File: src/rtl/riscv_fetch_queue.sv
// Instruction fetch queue: issues word-aligned fetches, buffers in-order responses with their PCs,
// and flushes on redirect while discarding responses to requests issued before the redirect.
module riscv_fetch_queue #(
  parameter int unsigned     XLEN     = 32,
  parameter int unsigned     DEPTH    = 4,
  parameter logic [XLEN-1:0] RESET_PC = '0
) (
  input  logic            clk,
  input  logic            reset,
  output logic            imem_req_valid,
  input  logic            imem_req_ready,
  output logic [XLEN-1:0] imem_req_addr,
  input  logic            imem_rsp_valid,
  input  logic [31:0]     imem_rsp_data,
  input  logic            redirect,
  input  logic [XLEN-1:0] redirect_pc,
  output logic            inst_valid,
  input  logic            inst_ready,
  output logic [XLEN-1:0] inst_pc,
  output logic [31:0]     inst_data,
  output logic            rsp_err
);

  localparam int unsigned PtrW = $clog2(DEPTH);
  localparam int unsigned CntW = $clog2(DEPTH + 1);
  // Stale requests can pile up across several redirects, so discard gets extra headroom.
  localparam int unsigned DiscW = CntW + 3;
  localparam logic [XLEN-1:0] ResetPcAligned = {RESET_PC[XLEN-1:2], 2'b00};

  logic [XLEN-1:0]  fetch_pc_q, fetch_pc_d;
  logic [XLEN-1:0]  rsp_pc_q, rsp_pc_d;
  logic [CntW-1:0]  count_q, count_d;
  logic [CntW-1:0]  outstanding_q, outstanding_d;
  logic [DiscW-1:0] discard_q, discard_d;
  logic [PtrW-1:0]  head_q, head_d;
  logic [PtrW-1:0]  tail_q, tail_d;
  logic             rsp_err_q, rsp_err_d;

  logic [XLEN-1:0] pc_mem   [DEPTH];
  logic [31:0]     data_mem [DEPTH];

  logic [CntW:0]   occupancy;
  logic            req_hs, pop, push;
  logic            rsp_stale, rsp_accept, rsp_spurious;
  logic [XLEN-1:0] redirect_pc_aligned;
  logic            unused_bits;

  assign unused_bits         = ^redirect_pc[1:0];
  assign redirect_pc_aligned = {redirect_pc[XLEN-1:2], 2'b00};

  // Count plus outstanding never exceeds DEPTH, so every accepted request owns a slot.
  assign occupancy      = {1'b0, count_q} + {1'b0, outstanding_q};
  assign imem_req_valid = !reset && !redirect && (occupancy < (CntW + 1)'(DEPTH));
  assign imem_req_addr  = fetch_pc_q;
  assign req_hs         = imem_req_valid && imem_req_ready;

  assign inst_valid = !reset && !redirect && (count_q != '0);
  assign inst_pc    = pc_mem[head_q];
  assign inst_data  = data_mem[head_q];
  assign pop        = inst_valid && inst_ready;
  assign rsp_err    = rsp_err_q;

  assign rsp_stale    = imem_rsp_valid && (discard_q != '0);
  assign rsp_accept   = imem_rsp_valid && (discard_q == '0) && (outstanding_q != '0);
  assign rsp_spurious = imem_rsp_valid && (discard_q == '0) && (outstanding_q == '0);
  assign push         = rsp_accept && !redirect && !reset;

  always_comb begin
    fetch_pc_d    = fetch_pc_q;
    rsp_pc_d      = rsp_pc_q;
    count_d       = count_q;
    outstanding_d = outstanding_q;
    discard_d     = discard_q;
    head_d        = head_q;
    tail_d        = tail_q;
    rsp_err_d     = rsp_err_q || rsp_spurious;
    if (redirect) begin
      fetch_pc_d    = redirect_pc_aligned;
      rsp_pc_d      = redirect_pc_aligned;
      count_d       = '0;
      head_d        = '0;
      tail_d        = '0;
      outstanding_d = '0;
      // Everything still in flight becomes stale; a response landing now is one of them.
      discard_d     = discard_q + DiscW'(outstanding_q) - DiscW'(rsp_stale || rsp_accept);
    end else begin
      if (req_hs) fetch_pc_d = fetch_pc_q + XLEN'(4);
      if (rsp_stale) discard_d = discard_q - DiscW'(1);
      if (rsp_accept) begin
        rsp_pc_d = rsp_pc_q + XLEN'(4);
        tail_d   = tail_q + PtrW'(1);
      end
      if (pop) head_d = head_q + PtrW'(1);
      outstanding_d = outstanding_q + CntW'(req_hs) - CntW'(rsp_accept);
      count_d       = count_q + CntW'(push) - CntW'(pop);
    end
  end

  always_ff @(posedge clk) begin
    if (reset) begin
      fetch_pc_q    <= ResetPcAligned;
      rsp_pc_q      <= ResetPcAligned;
      count_q       <= '0;
      outstanding_q <= '0;
      discard_q     <= '0;
      head_q        <= '0;
      tail_q        <= '0;
      rsp_err_q     <= 1'b0;
    end else begin
      fetch_pc_q    <= fetch_pc_d;
      rsp_pc_q      <= rsp_pc_d;
      count_q       <= count_d;
      outstanding_q <= outstanding_d;
      discard_q     <= discard_d;
      head_q        <= head_d;
      tail_q        <= tail_d;
      rsp_err_q     <= rsp_err_d;
    end
  end

  always_ff @(posedge clk) begin
    if (push) begin
      pc_mem[tail_q]   <= rsp_pc_q;
      data_mem[tail_q] <= imem_rsp_data;
    end
  end

endmodule

File: config.mk
export PLATFORM = sky130hd
export DESIGN_NAME = riscv_fetch_queue
export DESIGN_NICKNAME = d
export VERILOG_FILES = /design/src/rtl/riscv_fetch_queue.sv
export SDC_FILE = /design/constraint.sdc
export NUM_CORES = 1
export LEC_CHECK = 0
export BUFFER_PORTS_ARGS = -buffer_cell sky130_fd_sc_hd__buf_2
export CORE_ASPECT_RATIO = 0.9
export CORE_UTILIZATION = 31
export DETAILED_ROUTE_END_ITERATION = 10
export GPL_TIMING_DRIVEN = 1
export PLACE_DENSITY = 0.59
export SYNTH_ARGS = -nofsm -noshare
export SYNTH_HDL_FRONTEND = slang
export SYNTH_SLANG_ARGS = --single-unit
export TNS_END_PERCENT = 1
File: constraint.sdc
create_clock -name clk -period 9.6 [get_ports clk]
set_clock_uncertainty 0.1 [all_clocks]
set_input_delay 0.96 -clock clk [delete_from_list [all_inputs] [get_ports clk]]
set_output_delay 0.96 -clock clk [all_outputs]
set_load 0.02 [all_outputs]
# Yosys cells after proc, flatten, opt, wreduce, memory -nomap -nowiden
# Memory sizes are Yosys's and may differ from the RTL's. A register that Yosys moved wholly into a read port is not among the register bits.
# Cells that the tools add are included.
# W data, S select, Z words.
# word_totals
reg_bits,81
latchBits,0
mem_bits_rw,256
rom_bits,0
input_bits,70
memories,2
# memory_table
memory,depth,width,read_ports,rd_ports_with_merged_regs,write_ports,line_no,text
data_mem,4,32,1,1,1,40,logic [31:0] data_mem [DEPTH];
pc_mem,4,32,1,1,1,39,logic [XLEN-1:0] pc_mem [DEPTH];
# op_classes
addsub,12
n_mul,0
div,0
n_lt_le_gt_ge,1
n_eq_ne,0
shifts,0
muxes,12
n_bitwise,0
n_reduce_logical,24
# ops
operator,n
$mux W32,4
$add A32 B3 Y32 const B,2
$mux W6,2
$logic_and A1 B1 Y1,11
$mux W2,4
$add A3 B1 Y3,2
$add A6 B3 Y6,1
$logic_not A6 Y1,1
$reduce_bool A2 Y1,3
$reduce_bool A3 Y1,2
$reduce_bool A6 Y1,1
$sub A3 B1 Y3,2
$sub A6 B1 Y6,1
$sub A6 B1 Y6 const B,1
$add A2 B1 Y2 const B,2
$add A3 B3 Y4,1
$lt A4 B3 Y1 const B,1
$logic_not A3 Y1,1
$logic_not A1 Y1,2
$logic_or A1 B1 Y1,2
$mux W1,2
$reduce_or A2 Y1,1

# Logic depth before layout (Yosys ltp)
# depth
depth_word,7
ltp_mapped,14
mapped_depth_nobuf,14

# Worst setup path after synthesis
# OpenSTA, ideal clock, no wires.
# synth_path
path_kind,input to register
start,input imem_rsp_valid
end,"memory data_mem[0][0], enable pin"
setup_ps,427
t_arrival_ps,3252
required_time_ps,9073
slack_ps,5821
stages,4
path_buffers,1
path_cell_list,inv_1 > nor3_1 > clkbuf_1 > and3_1
# synth_between
elab_chain_cells,6
# synth_lines
item,line_no,text
start: declaration,13,"input logic imem_rsp_valid,"
$logic_and A1 B1 Y1 (2 in series),64,assign rsp_accept = imem_rsp_valid && (discard_q == '0) && (outstanding_q != '0);
named net rsp_accept,44,"logic rsp_stale, rsp_accept, rsp_spurious;"
$logic_and A1 B1 Y1 (2 in series),66,assign push = rsp_accept && !redirect && !reset;
$mux W1,122,if (push) begin
$mux W1 (implied by the code),124,data_mem[tail_q] <= imem_rsp_data;
end: declaration,40,
# The timed path passes the listed nets, and every way through them passes these cells.

# Worst setup path in the final report
# layout_path
start,input reset
end,output imem_req_valid
# layout_between
elab_chain_cells,3
# layout_lines
item,line_no,text
start: declaration,9,"input logic reset,"
$logic_not A1 Y1,53,assign imem_req_valid = !reset && !redirect && (occupancy < (CntW + 1)'(DEPTH));
$logic_and A1 B1 Y1 (2 in series),53,
end: declaration,10,"output logic imem_req_valid,"
# No other way between the ends.

==> flow_metrics.env <==
export IMPL_cts_buffer_depth=3
export IMPL_dr_first_iter_drc_count=563
export IMPL_syn_area_mm2=0.0137
export IMPL_synth_cell_type_count=71
export IMPL_maxCapViolations=0
export IMPL_p_sw_mw=0.756
export IMPL_cts_setup_buffers=0
export IMPL_firstDrtPassIters=4
export IMPL_wire_per_inst_um=18.6
export IMPL_timing_final_crit_share_pct=41.2
export IMPL_slowest_stage="inv_1"
export IMPL_numPortBuffers=162
export IMPL_power_density_mw_per_mm2=198
export IMPL_io_pins=169
export IMPL_synthTopCellsByArea="edfxtp_1 54%, dfxtp_1 12%, mux4_2 10%"
export IMPL_place_hpwl_um=19600
export IMPL_power_mw=3.24
export IMPL_yosysMostFrequentCell="edfxtp_1"
export IMPL_globalplace_congestion=0.840
export IMPL_synth_top_area_cell="edfxtp_1"
export IMPL_vias=8299
export IMPL_grt_max_degree=66
export IMPL_postLayoutCellArea_mm2=0.0163
export IMPL_path_max_fanout=49
export IMPL_outcome="complete, no violations"
export IMPL_crit_top_cell="buf_2"
export IMPL_async_flop_share_pct=0
export IMPL_worstPathCellList="buf_2 > buf_4 > inv_1 > nand2_1 > nor3b_1 > buf_2"
export IMPL_min_period_ns=3.95
export IMPL_rsz0062_at_grt="false"
export IMPL_die_x_um=224
export IMPL_path_clk_slew_ns=0.06
export IMPL_grt_total_usage_pct=14.0
export IMPL_yosys_top_cells_count="248 x edfxtp_1, 79 x dfxtp_1, 62 x mux4_2"
export IMPL_syn_to_final_growth_pct=18.9
export IMPL_clock_sinks=327
export IMPL_antenna_found_initial=2
export IMPL_multi_input_area_mm2=0.00438
export IMPL_slew_limit_headroom_pct=33.4
export IMPL_max_stage_delay_ns=0.54
export IMPL_cp_end_kind="output port"
export IMPL_die_h_um=202
export IMPL_holdBufCountCts=0
export IMPL_wl_um=31400
export IMPL_die_area_mm2=0.0452
export IMPL_root_buffer="clkbuf_16"
export IMPL_grt_pass1_wl_um=48200
export IMPL_h_tree_depth=2
export IMPL_comb_power_share_pct=8.8
export IMPL_synth_edf_count=248
export IMPL_clkPwrFrac_pct=42.0
export IMPL_finalHoldViolCount=0
export IMPL_synthCells=900
export IMPL_crit_arrival_ns=2.89
export IMPL_register_area_mm2=0.00903
export IMPL_grt_overflow=0
export IMPL_startpoint_type="input pin"
export IMPL_synth_warnings=0
export IMPL_p_seq_share_pct=49.2
export IMPL_start_util_pct=31.7
export IMPL_tightest_slew_ns=1.00
export IMPL_grt_pass1_vias=8248
export IMPL_p_int_mw=2.48
export IMPL_peakVddDrop_uv=96.7
export IMPL_switching_share_pct=23.3
export IMPL_leakage_nw=5.60
export IMPL_nets=1163
export IMPL_clk_latency_ns=0.53
export IMPL_final_max_slew_viol_count=0
export IMPL_crit_required_ns=8.54
export IMPL_std_cell_rows=72
export IMPL_drive_gt1_share_pct=28.5
export IMPL_finalSetupViolCount=0
export IMPL_cts_tree="done"
export IMPL_viasPerCell=4.92
export IMPL_crit_type="in -> out"
export IMPL_postRouteAntennaNets=0
export IMPL_synth_avg_cell_area_um2=15.3
export IMPL_hold_class="reg -> reg"
export IMPL_dpl_instance_area_mm2=0.0152
export IMPL_drc=0
export IMPL_synth_seq_cells=327
export IMPL_finalSetupTns_ns=0
export IMPL_yosys_most_used_dff="edfxtp_1"
export IMPL_post_cts_resized=0
export IMPL_numCtsBuffers=37
export IMPL_n_antenna_cell=0
export IMPL_yosysSeqAreaShare_pct=65.7
export IMPL_synth_top_area_share_pct=54.2
export IMPL_num_fill_cells=4085
export IMPL_timing_fmax_mhz=253
export IMPL_core_mm2=0.0433
-- path summary, 6_finish.rpt --
kind	from	endpoint	cells past startpoint	slack (ns)
worst min register to register	imem_req_addr[31]	imem_req_addr[31]	2	0.40
worst max register to register	outstanding_q[2]	outstanding_q[2]	10	5.70
worst max-delay path	reset	imem_req_valid	6	5.65
worst min-delay path	imem_req_addr[31]	imem_req_addr[31]	2	0.40
-- flip-flops by register name, summed over array words and instances, names as in the netlist, named ones only --
name and count:
count_q 3, data_mem 128, discard_q 6, head_q 2, imem_req_addr 30, outstanding_q 3, pc_mem 120, rsp_err 1
rsp_pc_q 30, tail_q 2
-- power by group through the flow --
stage / registers, mW / logic [mW] / clock network (mW)
final: 1.59 / 0.286 / 1.36
after global routing: 1.60 / 0.323 / 1.46
after CTS: 1.59 / 0.287 / 1.41
after detailed placement: 1.62 / 0.286 / 0
after global placement: 1.62 / 0.280 / 0
after floorplan: 1.62 / 0.203 / 0
-- cells by family (layout without fill, tap and decap cells) --
logic type	count (synthesis)	after routing	synth area share (%)
DFF	327	327	65.7
adders and majority gates	26	26	2.53
buffers and inverters	81	272	2.54
muxes	71	71	10.9
xor gates and xnor gates	37	37	2.36
AOI/OAI and AO/OA	131	131	6.72
and+or+nand+nor	226	226	9.27
other	1	4	0.0273
-- layout make-up --
class	count	share of cell area, %
clock inverters	18	0.927
repair buffers	172	5.42
inverters	34	0.781
multi-input cells	495	26.8
flip-flops and latches	327	55.3
well taps	592	4.53
clock buffers	48	6.24
-- cell usage in the layout (no fill, tap or decap), types with 10 or more instances in the layout --
cell type  Yosys  layout
edfxtp_1     248     248
buf_2          6     162
dfxtp_1       79      77
mux4_2        62      62
nand2_1       57      57
nor2_1        43      43
clkbuf_16      0      39
inv_1         34      33
xnor2_1       28      28
a21oi_1       26      26
ha_1          23      23
nand4_1       20      20
o21ai_0       20      20
nor3_1        16      16
nand3_1       15      15
and3_1        17      13
o21a_1        13      13
a31oi_1       13      13
and2_1        11      11
a21boi_0      11      11
buf_4          4      10
-- metrics by stage --
step	hold WS [ns]	utilization (%)	std cells	setup WS (ns)
after floorplan	0.376	-	903	5.82
after global placement	0.379	35.0	1620	5.15
after detailed placement	0.384	35.0	1620	5.10
after CTS	0.397	37.7	1686	5.52
after global routing	0.451	37.7	1686	5.42
final	0.401	37.7	1686	5.65
-- metal layers --
metal | routed length, um | GRT usage [%]
met2 | 13600 | 20.5
met4 | 609 | 3.60
met5 | 23 | 0
met3 | 2560 | 4.16
met1 | 14600 | 20.1
-- critical path: cells and delay by family --
family,cells,cell delay (ns)
buf+inv,4,1.15
simple gates,2,0.75
No activity file was read; power rests on OpenSTA's default activity.
